## src/rtl/program_loader.sv

```systemverilog
// Boot loader that receives a program image over a UART byte stream and writes it
// word by word into program memory, then releases the CPU (or flags an abort).
module program_loader #(
    parameter int ADDR_LENGTH    = 11,
    parameter int DATA_LENGTH    = 16,
    parameter int TIMEOUT_CYCLES = 1000000
) (
    input  logic                   clk,
    input  logic                   rst_n,
    input  logic [7:0]             rx_data,
    input  logic                   rx_done,
    output logic [ADDR_LENGTH-1:0] mem_addr,
    output logic [DATA_LENGTH-1:0] mem_data,
    output logic                   mem_wr,
    output logic                   busy,
    output logic                   cpu_en,
    output logic                   error
);

    localparam int TW = $clog2(TIMEOUT_CYCLES + 1);
    localparam logic [31:0] MAX_WORDS = 32'd1 << ADDR_LENGTH;

    typedef enum logic [2:0] {
        IDLE    = 3'd0,
        CNT_LO  = 3'd1,
        DATA_HI = 3'd2,
        DATA_LO = 3'd3,
        DONE    = 3'd4,
        ERROR   = 3'd5
    } state_t;

    state_t          state_reg;
    state_t          state_next;
    logic [15:0]     count_reg;
    logic [15:0]     word_cnt_reg;
    logic [TW-1:0]   tcnt_reg;

    logic [15:0]     full_count;
    logic            timeout_hit;
    logic            last_word;

    // The low count byte is still on rx_data when the count is evaluated.
    assign full_count  = {count_reg[15:8], rx_data};
    assign timeout_hit = !rx_done && (tcnt_reg == TW'(TIMEOUT_CYCLES - 1));
    assign last_word   = (word_cnt_reg == count_reg - 16'd1);

    always_ff @(posedge clk or negedge rst_n) begin
        if (!rst_n) begin
            state_reg <= IDLE;
        end else begin
            state_reg <= state_next;
        end
    end

    always_comb begin
        state_next = state_reg;
        case (state_reg)
            IDLE: begin
                if (rx_done) state_next = CNT_LO;
            end
            CNT_LO: begin
                if (rx_done) begin
                    if (full_count == 16'd0)
                        state_next = DONE;
                    else if (32'(full_count) > MAX_WORDS)
                        state_next = ERROR;
                    else
                        state_next = DATA_HI;
                end else if (timeout_hit) begin
                    state_next = ERROR;
                end
            end
            DATA_HI: begin
                if (rx_done)          state_next = DATA_LO;
                else if (timeout_hit) state_next = ERROR;
            end
            DATA_LO: begin
                if (rx_done)          state_next = last_word ? DONE : DATA_HI;
                else if (timeout_hit) state_next = ERROR;
            end
            DONE:    state_next = DONE;
            ERROR:   state_next = ERROR;
            default: state_next = ERROR;
        endcase
    end

    always_comb begin
        busy   = (state_reg == CNT_LO) || (state_reg == DATA_HI) || (state_reg == DATA_LO);
        cpu_en = (state_reg == DONE);
        error  = (state_reg == ERROR);
    end

    always_ff @(posedge clk or negedge rst_n) begin
        if (!rst_n) begin
            count_reg    <= '0;
            word_cnt_reg <= '0;
            mem_data     <= '0;
            mem_wr       <= 1'b0;
            mem_addr     <= '0;
        end else begin
            mem_wr <= 1'b0;
            if (rx_done && state_reg == IDLE)   count_reg[15:8] <= rx_data;
            if (rx_done && state_reg == CNT_LO) count_reg[7:0]  <= rx_data;
            if (rx_done && state_reg == DATA_HI) mem_data[15:8] <= rx_data;
            if (rx_done && state_reg == DATA_LO) begin
                mem_data[7:0] <= rx_data;
                mem_wr        <= 1'b1;
                word_cnt_reg  <= word_cnt_reg + 16'd1;
            end
            // After the final write the FSM already sits in DONE, so the address never wraps.
            if (mem_wr && state_reg != DONE)
                mem_addr <= mem_addr + ADDR_LENGTH'(1);
        end
    end

    always_ff @(posedge clk or negedge rst_n) begin
        if (!rst_n) begin
            tcnt_reg <= '0;
        end else if (rx_done || (state_next != state_reg) || !busy) begin
            tcnt_reg <= '0;
        end else begin
            tcnt_reg <= tcnt_reg + TW'(1);
        end
    end

endmodule

```

## config.mk

```make
export PLATFORM = sky130hd
export DESIGN_NAME = program_loader
export DESIGN_NICKNAME = d
export VERILOG_FILES = /design/src/rtl/program_loader.sv
export SDC_FILE = /design/constraint.sdc
export NUM_CORES = 1
export LEC_CHECK = 0
export BUFFER_PORTS_ARGS = -buffer_cell sky130_fd_sc_hd__buf_2
export CAP_MARGIN = 20
export CORE_MARGIN = 5
export CORE_UTILIZATION = 40
export CTS_BUF_LIST = sky130_fd_sc_hd__clkbuf_8
export DETAILED_ROUTE_END_ITERATION = 10
export GPL_TIMING_DRIVEN = 1
export PLACE_DENSITY = 0.7
export SETUP_SLACK_MARGIN = 0.1
export SLEW_MARGIN = 15
export SYNTH_ARGS = -nofsm -noshare
export SYNTH_HDL_FRONTEND = slang
export SYNTH_SLANG_ARGS = --single-unit
```

## constraint.sdc

```tcl
create_clock -name clk -period 2.2 [get_ports clk]
set_input_delay 0.22 -clock clk [delete_from_list [all_inputs] [get_ports clk]]
set_output_delay 0.22 -clock clk [all_outputs]
set_load 0.02 [all_outputs]
```

* Word-level counts from Yosys, hierarchy flattened
Index checks and enable logic that the tools add are counted.
Cells by class: mux-type cells 11, eq/ne operators 9, $lt $le $gt $ge 1, add/subtract/negate cells 4, reductions and logical operators 14
Operators with widths (number):
- 2-to-1 mux 3 bit | 8
- adder 20 x 1 -> 20 bit, second input constant | 1
- == test 20 bit, second input constant | 1
- 2-to-1 mux 20 bit | 1
- adder 16 x 1 -> 16 bit, second input constant | 1
- == test 16 bit | 1
- > comparator 16 x 12 -> 1 bit, second input constant | 1
- zero test 16 bit | 1
- subtractor 16 x 1 -> 16 bit, second input constant | 1
- one-hot mux 3 bit (5 select lines) | 1
- adder 11 x 1 -> 11 bit, second input constant | 1
- == test 3 x 2 -> 1 bit, second input constant | 2
- == test 3 bit, second input constant | 2
- logical AND 1 bit | 6
- logical OR 1 bit | 4
- == test 3 x 1 -> 1 bit, second input constant | 1
- zero test 3 bit | 1
- != test 3 bit | 1
- != test 3 bit, second input constant | 1
- zero test 1 bit | 2
- 2-to-1 mux 1 bit | 1
Storage, ports and cells: output and inout port bits 31, flip-flop bits (word level) 83, bits of input ports 11

* Longest topological paths before layout
depth after elaboration 9, mapped depth 9

* Least setup slack after synthesis
OpenSTA, ideal clock, no wires.
kind register -> register, from reg count_reg[0], to reg state_reg[1], path slack -59 ps, stages on the path, launching flop included 9, clock period less this slack 2259 ps, buffers on the path 0, setup time 141 ps, arrival 2119 ps, cells stage by stage dfrtp_1 inv_1 ha_1 or4b_4 or4_4 xnor2_2 o2111ai_1 nor4_2 o22ai_1
Between the ends: cells in the longest elaborated chain, start to end 5
Ends and longest elaborated chain:
- start, declared | line 34 | logic [15:0] count_reg;
- start signal, assigned | line 103 | if (rx_done && state_reg == CNT_LO) count_reg[7:0] <= rx_data;
- subtractor 16 x 1 -> 16 bit | line 45 | assign last_word = (word_cnt_reg == count_reg - 16'd1);
- == test 16 bit | line 45
- 2-to-1 mux 3 bit (2 in series) | line 78 | if (rx_done) state_next = last_word ? DONE : DATA_HI;
- one-hot mux 3 bit (5 select lines) | line 57 | case (state_reg)
- named net state_next[1] | line 33 | state_t state_next;
- end signal, assigned | line 51 | state_reg <= state_next;
- end, declared | line 32 | state_t state_reg;
The timed path passes the listed nets, and every way through them passes these cells. A chain may end at the register's enable or synchronous reset.

* Worst setup path in the final report
from reg count_reg[1], to reg state_reg[1]
Same word-level chain as after synthesis.

==> results.cfg <==
[detailed_routing]
drt_wl_total_mm = 9.428
drcViolationCount = 0
dr.first_iter.drc_count = 242
wire_per_inst_um = 15.18
drt_first_pass_iters = 4
vias = 3224
vias_per_cell = 5.192
ant_nets = 0

[run_status]
status = finished with violations
violations = setup timing

[global_routing]
grt_first_pass_wirelength_mm = 16.17
antenna_found_initial = 0
grt_pass1_vias = 3260
grt_overflow = 0
grt_max_degree = 46
grtUsageTotal = 0.1571

[sta]
min_period_ps = 2266
finClkSkew_ps = 10.17
rsz0062_at_grt = true
setup_violations = 2
max_freq_ghz = 0.4414
hold_viol_final = 0
relSlewSlack = 0.6547
report.final.slew_viol_count = 0
finalWorstSetupSlack_ps = -65.50
worst_pin_slew_ps = 517.9
final.period_utilization = 1.030

[logic_synthesis]
synthSimpleGateAreaFrac = 0.2212
syn_inst = 409
syn-num-nets = 424
ys_async_sr_fraction = 1.000
avgSynthCellArea_sq_um = 10.19
synth_cell_types = 48
synth_xor_area_frac = 0.1342
synth_edf_count = 0
yosys.area_share.adder = 0.01200
synth-compound-area-share = 0.05462
synthMuxAreaShare = 0.05672
syn_area_sq_um = 4169
synth_ff_type = dfrtp_1
ys.warnings.count = 0
synth_top_family_by_area = simple AND/OR/NAND/NOR gates
yosysSeqAreaShare = 0.4982
ys_seq_elements = 83

[floorplanning]
dieWidth_um = 112.1
pin_count = 42
die_area_sq_um = 12560
die-height_um = 112.1
core_area_sq_um = 10230
rows = 37
start_util = 0.4075

[clocking]
clkSinkCount = 83
clk_latency_ps = 350
path_clk_slew_ps = 90
clockBufferDepth = 2
cts_buffers = 9
htreeDepth = 3
cts_tree = built
clock_tree.root_cell = clkbuf_8

[layout]
largest_reg_flops = 20
fin_area_sq_um = 5024
nFillCells = 923
area_growth_pct = 20.50
final_nets = 495
antennaDiodeCount = 0
drive_above_1_share = 0.2639

[worst_setup_path]
critPathLaunchType = flip-flop
crit_type = reg -> reg
worst_ep_arrival_time_ps = 2500
required_ps = 2440
cp-end-kind = flip-flop
worstPathMaxFanout = 2

[power]
p_leak_nw = 2.312
p_per_area_nw_per_um2 = 1040
total_power_mw = 5.224
peakVddDrop_v = 0.0008226

[place]
post-dp-hpwl_mm = 6.983
gp_congestion = 0.9102
place_area_sq_um = 4721
portBuffers = 41

[flow_run]
cap_violations = 0

[min_path]
holdCritPathClass = in -> reg
==> power by group <==
part           switching [mW]  internal, mW
combinational            1.07         0.892
clock                   0.582         0.534
sequential              0.295          1.85
==> worst max-delay path, stage by stage (launching register included) <==
cell and delay (ps):
dfrtp_1 400, inv_2 80, ha_4 120, or4b_4 450, or4_4 500, xnor2_2 150, o2111ai_2 150, nor4_4 200
o22ai_1 100
==> cell type report <==
cell class	instances	area (sq um)	area share
well taps	136	170.2	0.03387
clock inverters	7	76.32	0.01519
multi-input cells	303	2076	0.4132
clock buffers	9	123.9	0.02466
flip-flops and latches	83	2077	0.4134
repair buffers	73	462.9	0.09215
inverters	10	37.54	0.007472
==> metrics by stage <==
| stage | setup slack (ps) | util | instances | setup TNS, ps | hold WS (ps) |
|---|---|---|---|---|---|
| 6_report | -65.50 | 0.4910 | 621 | -129.8 | 127.2 |
| 2_1_floorplan | -55.74 | - | 409 | -107.6 | -75.59 |
| 3_5_place_dp | -141.1 | 0.4614 | 602 | -259.1 | 243.0 |
| 3_3_place_gp | -40.47 | 0.4614 | 602 | -60.78 | 227.3 |
| 5_1_grt | -199.6 | 0.4910 | 621 | -388.8 | 118.5 |
| 4_1_cts | -115.4 | 0.4855 | 621 | -224.4 | 104.1 |
==> cells by family (layout without fill, tap and decap cells) <==
logic type | after synthesis | in the layout
AOI/OAI and AO/OA | 34 | 34
muxes | 21 | 21
xor gates and xnor gates | 63 | 63
DFF | 83 | 83
and+or+nand+nor | 181 | 181
adders and majority gates | 4 | 4
buffers and inverters | 23 | 99
==> cell usage after synthesis, types with 2 or more instances <==
cell type  instances  area, sq um
dfrtp_1           83         2077
nand2_1           54        202.7
nor2_1            37        138.9
xnor2_1           36        315.3
xor2_1            26        227.7
mux2_2            21        236.5
nand3_1           17        85.08
and3_1            13        81.33
nand4_1           13        81.33
nor3_1            12        60.06
clkbuf_1           9        33.78
inv_1              9        33.78
o21ai_0            9        45.04
or3_1              7        43.79
nor4_1             6        37.54
a21oi_1            5        25.02
or4_1              5        37.54
ha_1               4        50.05
and4_1             3        26.28
nor3b_1            3        22.52
o31a_1             3        26.28
a31oi_1            2        12.51
buf_2              2        10.01
nand4b_1           2        17.52
o2111ai_1          2        17.52
o211ai_1           2        15.01
o31ai_1            2        15.01
or2_2              2        12.51
==> placed cells by master, fill, tap and decap left out, types with 3 or more instances in the layout <==
cell,Yosys,layout
nand3_1,17,16
and3_1,13,13
xor2_1,26,26
o21ai_0,9,9
nor3b_1,3,3
a21oi_1,5,4
o31a_1,3,3
buf_2,2,40
or4_1,5,5
xnor2_1,36,36
nor2_1,37,37
dfrtp_1,83,83
mux2_2,21,21
nor3_1,12,10
clkbuf_8,0,9
nor4_1,6,5
buf_4,0,31
and4_1,3,3
nand4_1,13,13
or3_1,7,6
ha_1,4,3
nand2_1,54,54
inv_1,9,7
==> what timing repair did <==
item | in CTS | in global routing
resized for setup | 5 | 9
hold endpoints to repair | 38 | 0
setup endpoints to repair | 11 | 16
pin swaps | 2 | 2
buffers inserted | 2 | 0
hold buffers | 1 | 0
==> per-layer routing <==
layer / wire (um) / global-route usage / up-vias
li1: - / - / 1577
met1: 4275 / 0.2036 / 1567
met2: 4639 / 0.2598 / 62
met3: 307 / 0.03396 / 18
met4: 205 / 0.05689 / 0
met5: 0 / 0 / -
==> worst paths after layout <==
kind                              startpoint      endpoint  slack, ps  cells past startpoint
worst max-delay path            count_reg[1]  state_reg[1]        -70                      8
worst min-delay path              rx_data[2]   mem_data[2]        130                      3
worst max register to register  count_reg[1]  state_reg[1]        -70                      8
worst min register to register  mem_addr[10]  mem_addr[10]        470                      1
max in group asynchronous              rst_n  count_reg[2]       1210                      3
min in group asynchronous              rst_n   tcnt_reg[0]        380                      2
(Power assumes the default switching activity.)
